===== src/rtl/des_pkg.sv =====
// Shared DES definitions: datapath widths, the eight FIPS 46-3 S-box tables,
// a lookup helper, and the S-box stage FSM state type.
// No ports; imported by the S-box stage and reused by the E, P and key-schedule stages.
package des_pkg;

    localparam int unsigned DES_HALF_W = 32;
    localparam int unsigned DES_EXP_W  = 48;

    // SBOX[box][row*16 + col]. Box 1 is the most significant 256-bit slice.
    // Within each box, entry 0 is the leftmost nibble of its literal.
    localparam logic [1:8][0:63][3:0] SBOX = {
        256'hE4D12FB83A6C5907_0F74E2D1A6CB9538_41E8D62BFC973A50_FC8249175B3EA06D,
        256'hF18E6B34972DC05A_3D47F28EC01A69B5_0E7BA4D158C6932F_D8A13F42B67C05E9,
        256'hA09E63F51DC7B428_D709346A285ECBF1_D6498F30B12C5AE7_1AD069874FE3B52C,
        256'h7DE3069A1285BC4F_D8B56F03472C1AE9_A690CB7DF13E5284_3F06A1D8945BC72E,
        256'h2C417AB6853FD0E9_EB2C47D150FA3986_421BAD78F9C5630E_B8C71E2D6F09A453,
        256'hC1AF92680D34E75B_AF427C9561DE0B38_9EF528C3704A1DB6_432C95FABE17608D,
        256'h4B2EF08D3C975A61_D0B7491AE35C2F86_14BDC37EAF680592_6BD814A7950FE23C,
        256'hD2846FB1A93E50C7_1FD8A374C56B0E92_7B419CE206ADF358_21E74A8DFC90356B
    };

    // six = b1..b6 with b1 in six[5]; row = {b1,b6}, column = b2..b5.
    function automatic logic [3:0] sbox_lookup(input logic [3:0] box, input logic [5:0] six);
        return SBOX[box][{six[5], six[0], six[4:1]}];
    endfunction

    typedef enum logic [1:0] {
        StIdle,
        StRun,
        StHold
    } sbox_state_e;

endpackage


===== src/rtl/des_sbox_rom.sv =====
// Combinational DES S-box lookup.
// The box used is BOX + STRIDE*grp, so one instance walks across boxes as the
// group counter advances (STRIDE = boxes evaluated per clock).
// Ports:
//   grp  in  3  current group index
//   six  in  6  6-bit group b1..b6 (b1 in six[5])
//   nib  out 4  S-box output nibble
module des_sbox_rom
    import des_pkg::*;
#(
    parameter int unsigned BOX    = 1,
    parameter int unsigned STRIDE = 8
) (
    input  logic [2:0] grp,
    input  logic [5:0] six,
    output logic [3:0] nib
);

    logic [3:0] box;

    assign box = 4'(BOX + STRIDE * 32'(grp));
    assign nib = sbox_lookup(box, six);

endmodule


===== src/rtl/des_sbox_stage.sv =====
// Feistel-round S-box substitution stage. Takes the 48-bit E(R) xor K word and
// produces the 32-bit S-box output, evaluating SBOX_PER_CYCLE boxes per clock.
// Ports:
//   clk        in   1   rising-edge clock
//   rst_n      in   1   asynchronous active-low reset
//   in_valid   in   1   x is valid
//   in_ready   out  1   stage can accept x this cycle
//   x          in   48  E(R) xor K, x[48] is DES bit 1
//   out_valid  out  1   s holds a completed result
//   out_ready  in   1   downstream accepts s
//   s          out  32  S-box output, S1 nibble in s[32:29]
//   busy       out  1   stage not idle
module des_sbox_stage
    import des_pkg::*;
#(
    parameter int unsigned SBOX_PER_CYCLE = 1
) (
    input  logic                  clk,
    input  logic                  rst_n,
    input  logic                  in_valid,
    output logic                  in_ready,
    input  logic [DES_EXP_W:1]    x,
    output logic                  out_valid,
    input  logic                  out_ready,
    output logic [DES_HALF_W:1]   s,
    output logic                  busy
);

    localparam int unsigned G     = 8 / SBOX_PER_CYCLE;
    localparam int unsigned CNT_W = (G > 1) ? $clog2(G) : 1;

    if (SBOX_PER_CYCLE != 1 && SBOX_PER_CYCLE != 2 &&
        SBOX_PER_CYCLE != 4 && SBOX_PER_CYCLE != 8) begin : g_bad_spc
        $error("des_sbox_stage: SBOX_PER_CYCLE must be 1, 2, 4 or 8");
    end

    sbox_state_e              state_q, state_d;
    logic [CNT_W-1:0]         cnt_q, cnt_d;
    logic [DES_EXP_W:1]       x_q, x_d;
    logic [DES_HALF_W:1]      acc_q, acc_d;
    logic [DES_HALF_W:1]      s_q, s_d;
    logic                     out_valid_q, out_valid_d;

    logic [2:0]               grp;
    logic [2:0]               pos [SBOX_PER_CYCLE];
    logic [5:0]               six [SBOX_PER_CYCLE];
    logic [3:0]               nib [SBOX_PER_CYCLE];
    logic [4:0]               sh  [SBOX_PER_CYCLE];
    logic [DES_HALF_W:1]      acc_new;

    assign grp = 3'(cnt_q);

    for (genvar j = 0; j < SBOX_PER_CYCLE; j++) begin : g_box
        // 0-based box number handled by lane j in the current group.
        assign pos[j] = 3'(32'(grp) * SBOX_PER_CYCLE + j);
        assign six[j] = 6'(x_q >> (32'd42 - 32'd6 * 32'(pos[j])));
        assign sh[j]  = 5'(5'd28 - {pos[j], 2'b00});

        des_sbox_rom #(
            .BOX    (j + 1),
            .STRIDE (SBOX_PER_CYCLE)
        ) u_rom (
            .grp (grp),
            .six (six[j]),
            .nib (nib[j])
        );
    end

    // Merge this cycle's nibbles into the accumulator.
    always_comb begin
        acc_new = acc_q;
        for (int j = 0; j < int'(SBOX_PER_CYCLE); j++) begin
            acc_new = (acc_new & ~(DES_HALF_W'(4'hF) << sh[j])) |
                      (DES_HALF_W'(nib[j]) << sh[j]);
        end
    end

    always_comb begin
        state_d     = state_q;
        cnt_d       = cnt_q;
        x_d         = x_q;
        acc_d       = acc_q;
        s_d         = s_q;
        out_valid_d = out_valid_q;
        in_ready    = 1'b0;
        unique case (state_q)
            StIdle: begin
                in_ready = 1'b1;
                if (in_valid) begin
                    x_d     = x;
                    cnt_d   = '0;
                    state_d = StRun;
                end
            end
            StRun: begin
                acc_d = acc_new;
                cnt_d = cnt_q + 1'b1;
                if (cnt_q == CNT_W'(G - 1)) begin
                    s_d         = acc_new;
                    out_valid_d = 1'b1;
                    cnt_d       = '0;
                    state_d     = StHold;
                end
            end
            StHold: begin
                // Accepting a new word is only possible as the result leaves.
                in_ready = out_ready;
                if (out_ready) begin
                    out_valid_d = 1'b0;
                    if (in_valid) begin
                        x_d     = x;
                        cnt_d   = '0;
                        state_d = StRun;
                    end else begin
                        state_d = StIdle;
                    end
                end
            end
            default: begin
                state_d     = StIdle;
                out_valid_d = 1'b0;
            end
        endcase
    end

    always_ff @(posedge clk or negedge rst_n) begin
        if (!rst_n) begin
            state_q     <= StIdle;
            cnt_q       <= '0;
            x_q         <= '0;
            acc_q       <= '0;
            s_q         <= '0;
            out_valid_q <= 1'b0;
        end else begin
            state_q     <= state_d;
            cnt_q       <= cnt_d;
            x_q         <= x_d;
            acc_q       <= acc_d;
            s_q         <= s_d;
            out_valid_q <= out_valid_d;
        end
    end

    assign s         = s_q;
    assign out_valid = out_valid_q;
    assign busy      = (state_q != StIdle);

endmodule


===== config.mk =====
export PLATFORM = sky130hd
export DESIGN_NAME = des_sbox_stage
export DESIGN_NICKNAME = d
export VERILOG_FILES = /design/src/rtl/des_pkg.sv /design/src/rtl/des_sbox_rom.sv /design/src/rtl/des_sbox_stage.sv
export SDC_FILE = /design/constraint.sdc
export NUM_CORES = 1
export LEC_CHECK = 0
export BUFFER_PORTS_ARGS = -buffer_cell sky130_fd_sc_hd__buf_2
export CORE_MARGIN = 4
export CORE_UTILIZATION = 50
export CTS_CLUSTER_DIAMETER = 60
export CTS_CLUSTER_SIZE = 40
export DETAILED_ROUTE_END_ITERATION = 7
export PLACE_DENSITY = 0.71
export SETUP_SLACK_MARGIN = 0.3
export SLEW_MARGIN = 20
export SYNTH_ARGS = -nofsm -noshare
export SYNTH_HDL_FRONTEND = slang
export SYNTH_SLANG_ARGS = --single-unit

===== constraint.sdc =====
create_clock -name clk -period 5.24 [get_ports clk]
set_input_delay 0.262 -clock clk [delete_from_list [all_inputs] [get_ports clk]]
set_output_delay 0.262 -clock clk [all_outputs]
set_load 0.005 [all_outputs]

# After elaboration in Yosys (flattened, before gate mapping)
# Memories as Yosys holds them, arrays and structs flattened.
# Index checks and enable logic that the tools add are counted.
[totals]
register_bits = 118
romBits = 4096
inputBits = 52
out_inout_bits = 35
wordCells = 59
memories = 1
[classes]
addsub = 4
mul = 1
magnitude_cmp = 2
n_eq_ne = 6
n_shift = 3
mux = 21
bitwise_logic = 6
reduce_logical = 9
[memory_table]
columns = ["memory", "words", "width", "rd", "rd_clocked_by_memory_dff", "write_ports", "line", "text"]
rows = [
  ["(name not given)", 16, 256, 1, 0, 0, "des_pkg.sv:24", "return SBOX[box][{six[5], six[0], six[4:1]}];"],
]
[op_table]
columns = ["op", "count"]
rows = [
  ["$mux 256", 2],
  ["$mux 48", 2],
  ["$pmux 48 s2", 1],
  ["$shr 48x32->6", 1],
  ["$and 32x32->32", 1],
  ["$not 32->32", 1],
  ["$or 32x32->32", 1],
  ["$shl 4x5->32", 1],
  ["$shl 4x5->32 const A", 1],
  ["$bmux 4 s6", 1],
  ["$mux 3", 3],
  ["$pmux 3 s3", 1],
  ["$mux 4", 2],
  ["$ge 7x7->1 const B", 1],
  ["$not 6->7", 1],
  ["$sub 6x6->7 const A", 1],
  ["$mux 2", 3],
  ["$ne 2x2->1 const B", 3],
  ["$pmux 2 s3", 1],
  ["$reduce_and 2->1", 3],
  ["$reduce_and 3->1", 2],
  ["$ge 5x5->1 const B", 1],
  ["$mul 2x3->5 const A", 1],
  ["$not 4->5", 1],
  ["other kinds (13)", 16],
]

# Logic depth before layout (Yosys ltp)
[depth]
ltp_word = 10
mapped_depth = 24

# Cells and area by module
# From an unflattened synthesis, not the netlist that was laid out.
[hier_totals]
hier_cells = 1090
area_unflattened_um2 = 9226.3
[modules_own_cells]
columns = ["module", "instances", "cells_per_inst", "area_each_um2", "seq_area_each_um2"]
rows = [
  ["des_sbox_stage", 1, 495, 5672.9, 2852.7],
  ["des_sbox_rom", 1, 595, 3553.4, 0.0],
]

# Worst setup path before layout
# OpenSTA, ideal clock, no wires.
[synth_path]
kind = "flip-flop to flip-flop"
from = "register cnt_q[0]"
to = "register s_q, in the netlist s[30]"
t_arrival_ns = 4.966
t_required_ns = 5.114
setup_slack_ns = 0.148
stages_incl_launch_ff = 23
n_path_buf = 8
period_less_slack_ns = 5.092
cell_sequence = "dfrtp_1 -> buf_4 -> buf_6 -> buf_2 -> inv_2 -> ha_1 -> ha_1 -> buf_4 -> and2_1 -> clkbuf_1 -> a22oi_1 -> o211ai_2 -> a21oi_2 -> nand2_4 -> buf_6 -> buf_6 -> mux2i_1 -> o22ai_1 -> or4_1 -> nand4_1 -> nand4b_4 -> buf_6 -> a221o_1"
[synth_between]
elab_chain_len = 10
word_cells_on_any_way = 20
cone_classes = "3 x add/sub; 1 x mul; 1 x eq/ne; 3 x shift; 5 x mux; 5 x bitwise; 1 x reduce/logical; 1 x memory"
[synth_rtl]
columns = ["item", "line", "text"]
rows = [
  ["start, declared", "des_sbox_stage.sv:38", "logic [CNT_W-1:0] cnt_q, cnt_d;"],
  ["start signal, assigned", "des_sbox_stage.sv:136", "cnt_q <= cnt_d;"],
  ["branches (longest 10 deep; another with $sub 6x6->7)", "n/a", ""],
  ["end signal, assigned", "des_sbox_stage.sv:132", "s_q <= '0;"],
  ["end signal, assigned", "des_sbox_stage.sv:139", "s_q <= s_d;"],
  ["end, declared", "des_sbox_stage.sv:41", "logic [DES_HALF_W:1] s_q, s_d;"],
]
# Several ways; the timed one is not identified. The select of a mux whose other input is x is not followed.
# A chain may end at the register's enable or synchronous reset.

# Worst setup path after layout
[layout_path]
from = "register cnt_q[0]"
to = "register s_q, in the netlist s[14]"
# Same word-level chain as after synthesis.

==> flow_summary.json <==
{
  "synth_area_um2": 9980,
  "maxSlewViolCount": 0,
  "cts_tree": "yes",
  "core_area_um2": 19500,
  "antenna_found_initial": 0,
  "status": "finished clean",
  "first_iter_violations": 1715,
  "grt_max_degree": 59,
  "syn_inst": 1259,
  "critical_path.max_stage_delay_ns": 0.57,
  "gp_congestion": 1.15,
  "path_common_cell": "mux2i_4",
  "cts_buffer_depth": 2,
  "fin_nets": 1452,
  "clock_skew_ns": 0.0213,
  "cp-end-kind": "flip-flop",
  "yosysWarningCount": 0,
  "cts_root_buffer": "clkbuf_16",
  "final_antenna_net_count": 0,
  "die_h_um": 149,
  "max_freq_ghz": 0.205,
  "area_growth_syn_to_layout_pct": 19.3,
  "criticalPathCategory": "reg -> reg",
  "io_pins": 87,
  "synth-seq-cells": 114,
  "die-area_um2": 22300,
  "grt_first_pass_wirelength_um": 64500,
  "setup_viol": 0,
  "path_delay_family": "simple AND/OR/NAND/NOR gates",
  "worstPathRequired_ns": 5.53,
  "cts.sinks": 114,
  "tightest_slew_ns": 1.36,
  "syn-num-nets": 1337,
  "path_cells": "ha_2 > fa_2 > ha_4 > buf_4 > mux4_2 > mux2i_4 > a21o_1 > nand3_4 > nand2_4 > buf_8 > mux2i_4 > o22ai_1 > or4_1 > nand4_1 > nand4b_4 > a221o_1",
  "drive_gt1_frac": 0.229,
  "drc": 0,
  "antennaDiodeCount": 0,
  "critPathLaunchType": "flip-flop",
  "wire_per_inst_um": 25.7,
  "synth_async_sr_flop_share": 1.00,
  "final_hold_viol_count": 0,
  "worst_path_max_delay_cell": "fa_2",
  "via_count": 11400,
  "period_minus_slack_ns": 4.87,
  "rows": 51,
  "die_x_um": 149,
  "avgViaCountPerCell": 6.91,
  "synthFlopType": "dfrtp_1",
  "crit_fanout": 11,
  "cts-htree-levels": 4,
  "hold_class": "in -> reg",
  "grt_pass1_vias": 10600,
  "max_slew_margin": 0.0850,
  "synth_edf_count": 0,
  "rsz0062_at_grt": "no",
  "grt.total_usage": 0.376,
  "synth_cell_type_count": 86,
  "max_cap_viol_count": 0,
  "syn_area_per_cell_um2": 7.93,
  "cts_buffers": 17,
  "yosysSeqAreaShare": 0.286,
  "dp_hpwl_um": 30500,
  "fillers": 1771,
  "clk_latency_ns": 0.43,
  "fin_setup_tns_ns": 0,
  "drt_first_pass_iters": 7,
  "critPathBufInv": 2,
  "routed_wl_um": 42500,
  "overflow": 0,
  "crit_arrival_ns": 5.16,
  "clk_pin_slew_worst_paths_ns": 0.06,
  "finalCritPeriodShare": 0.929,
  "numPortBuffers": 86,
  "initial_core_util": 0.511
}
## worst paths after layout
path,from,end,slack (ns),depth (start not counted)
min in group asynchronous,rst_n,x_q[1],0.45,2
worst min register to register,acc_q[17],acc_q[17],0.48,2
max in group asynchronous,rst_n,s[16],3.60,3
worst min-delay path,x[3],x_q[3],0.03,3
worst max-delay path,cnt_q[0],s[14],0.37,16
worst max register to register,cnt_q[0],s[14],0.37,16
## per-stage QoR
| step | hold slack (ns) | std cells | util | cell area [um^2] | setup slack (ns) |
|---|---|---|---|---|---|
| 3_5_place_dp | 0.368 | 1611 | 0.568 | 11100 | 0.0500 |
| 5_1_grt | 0.0367 | 1652 | 0.610 | 11900 | 0.297 |
| 3_3_place_gp | 0.358 | 1611 | 0.568 | 11100 | 0.110 |
| 6_report | 0.0311 | 1652 | 0.610 | 11900 | 0.370 |
| 2_1_floorplan | -0.0336 | 1259 | - | 9980 | 0.345 |
| 4_1_cts | 0.0215 | 1645 | 0.602 | 11800 | 0.307 |
## cells in the final DEF, fill, tap and decap left out, drive strengths merged, types with 9 or more instances in the layout
cell	count
o221ai	10
a221o	17
nor4	10
mux2i	42
buf	205
a32o	11
mux4	16
a21oi	76
o31ai	10
and3	24
ha	21
inv	14
a211oi	19
o21ai	89
nor3	33
and2	9
o2111ai	10
clkbuf	18
nand2	274
dfrtp	114
a31oi	15
mux2	10
o22ai	18
nand4	13
a22oi	12
nand3	33
o211ai	25
nor2	109
## layout make-up
type / instances / area [um^2] / share of cell area
Multi-Input combinational cell: 1025 / 6630 / 0.557
Sequential cell: 114 / 2850 / 0.240
Tap cell: 265 / 332 / 0.0279
Clock inverter: 14 / 145 / 0.0122
Clock buffer: 18 / 439 / 0.0369
Inverter: 10 / 40.0 / 0.00336
Timing Repair Buffer: 206 / 1460 / 0.123
## flip-flops by register name, summed over array words and instances, names as in the netlist
register / flops
cnt_q: 3
out_valid: 1
acc_q: 28
state_q: 2
s: 32
x_q: 48
## repair_timing
action	in CTS	in global routing
pin swaps	0	8
endpoints found under the hold margin	57	0
cloned	1	0
hold buffers	1	0
resized for setup	6	22
endpoints found under the setup margin	38	56
buffers inserted	0	7
## metal layers
layer	vias to the layer above	GRT usage	routed length, um
met3	210	0.0799	5200
met1	5341	0.530	16700
li1	4919	-	-
met2	940	0.541	17600
met4	0	0.202	2910
met5	-	0	0
## synthesized netlist by cell type (10+ instances only)
master	n	area, um^2
a211oi_1	19	143
a21oi_1	74	370
a221o_1	17	170
a22oi_1	11	82.6
a31oi_1	15	93.8
a32o_1	11	110
and3_1	24	150
buf_2	22	110
buf_4	14	105
buf_6	15	169
clkbuf_1	53	199
dfrtp_1	114	2850
ha_1	21	263
mux2_2	10	113
mux2i_1	42	420
mux4_2	16	360
nand2_1	272	1020
nand3_1	31	155
nand4_1	13	81.3
nor2_1	105	394
nor3_1	30	150
o211ai_1	23	173
o21ai_0	78	390
o221ai_1	10	87.6
o22ai_1	18	113
o31ai_1	10	75.1
## cells by family (layout without fill, tap and decap cells)
kind of cell | count (synthesis) | in the layout | share of synthesized area
compound gates | 385 | 385 | 0.271
xor+xnor | 7 | 7 | 0.00828
mux | 68 | 68 | 0.0895
buf+inv | 121 | 248 | 0.0648
flops | 114 | 114 | 0.286
fa+ha+maj | 26 | 26 | 0.0364
simple gates | 538 | 539 | 0.244
## worst min-delay path, cell delays in order
cell and delay, ns:
buf_2 0.07, nand2_1 0.04, nand2_1 0.04
Power is not shown: default switching activity piles up to over one toggle a cycle in this logic, so the estimate is an artifact.
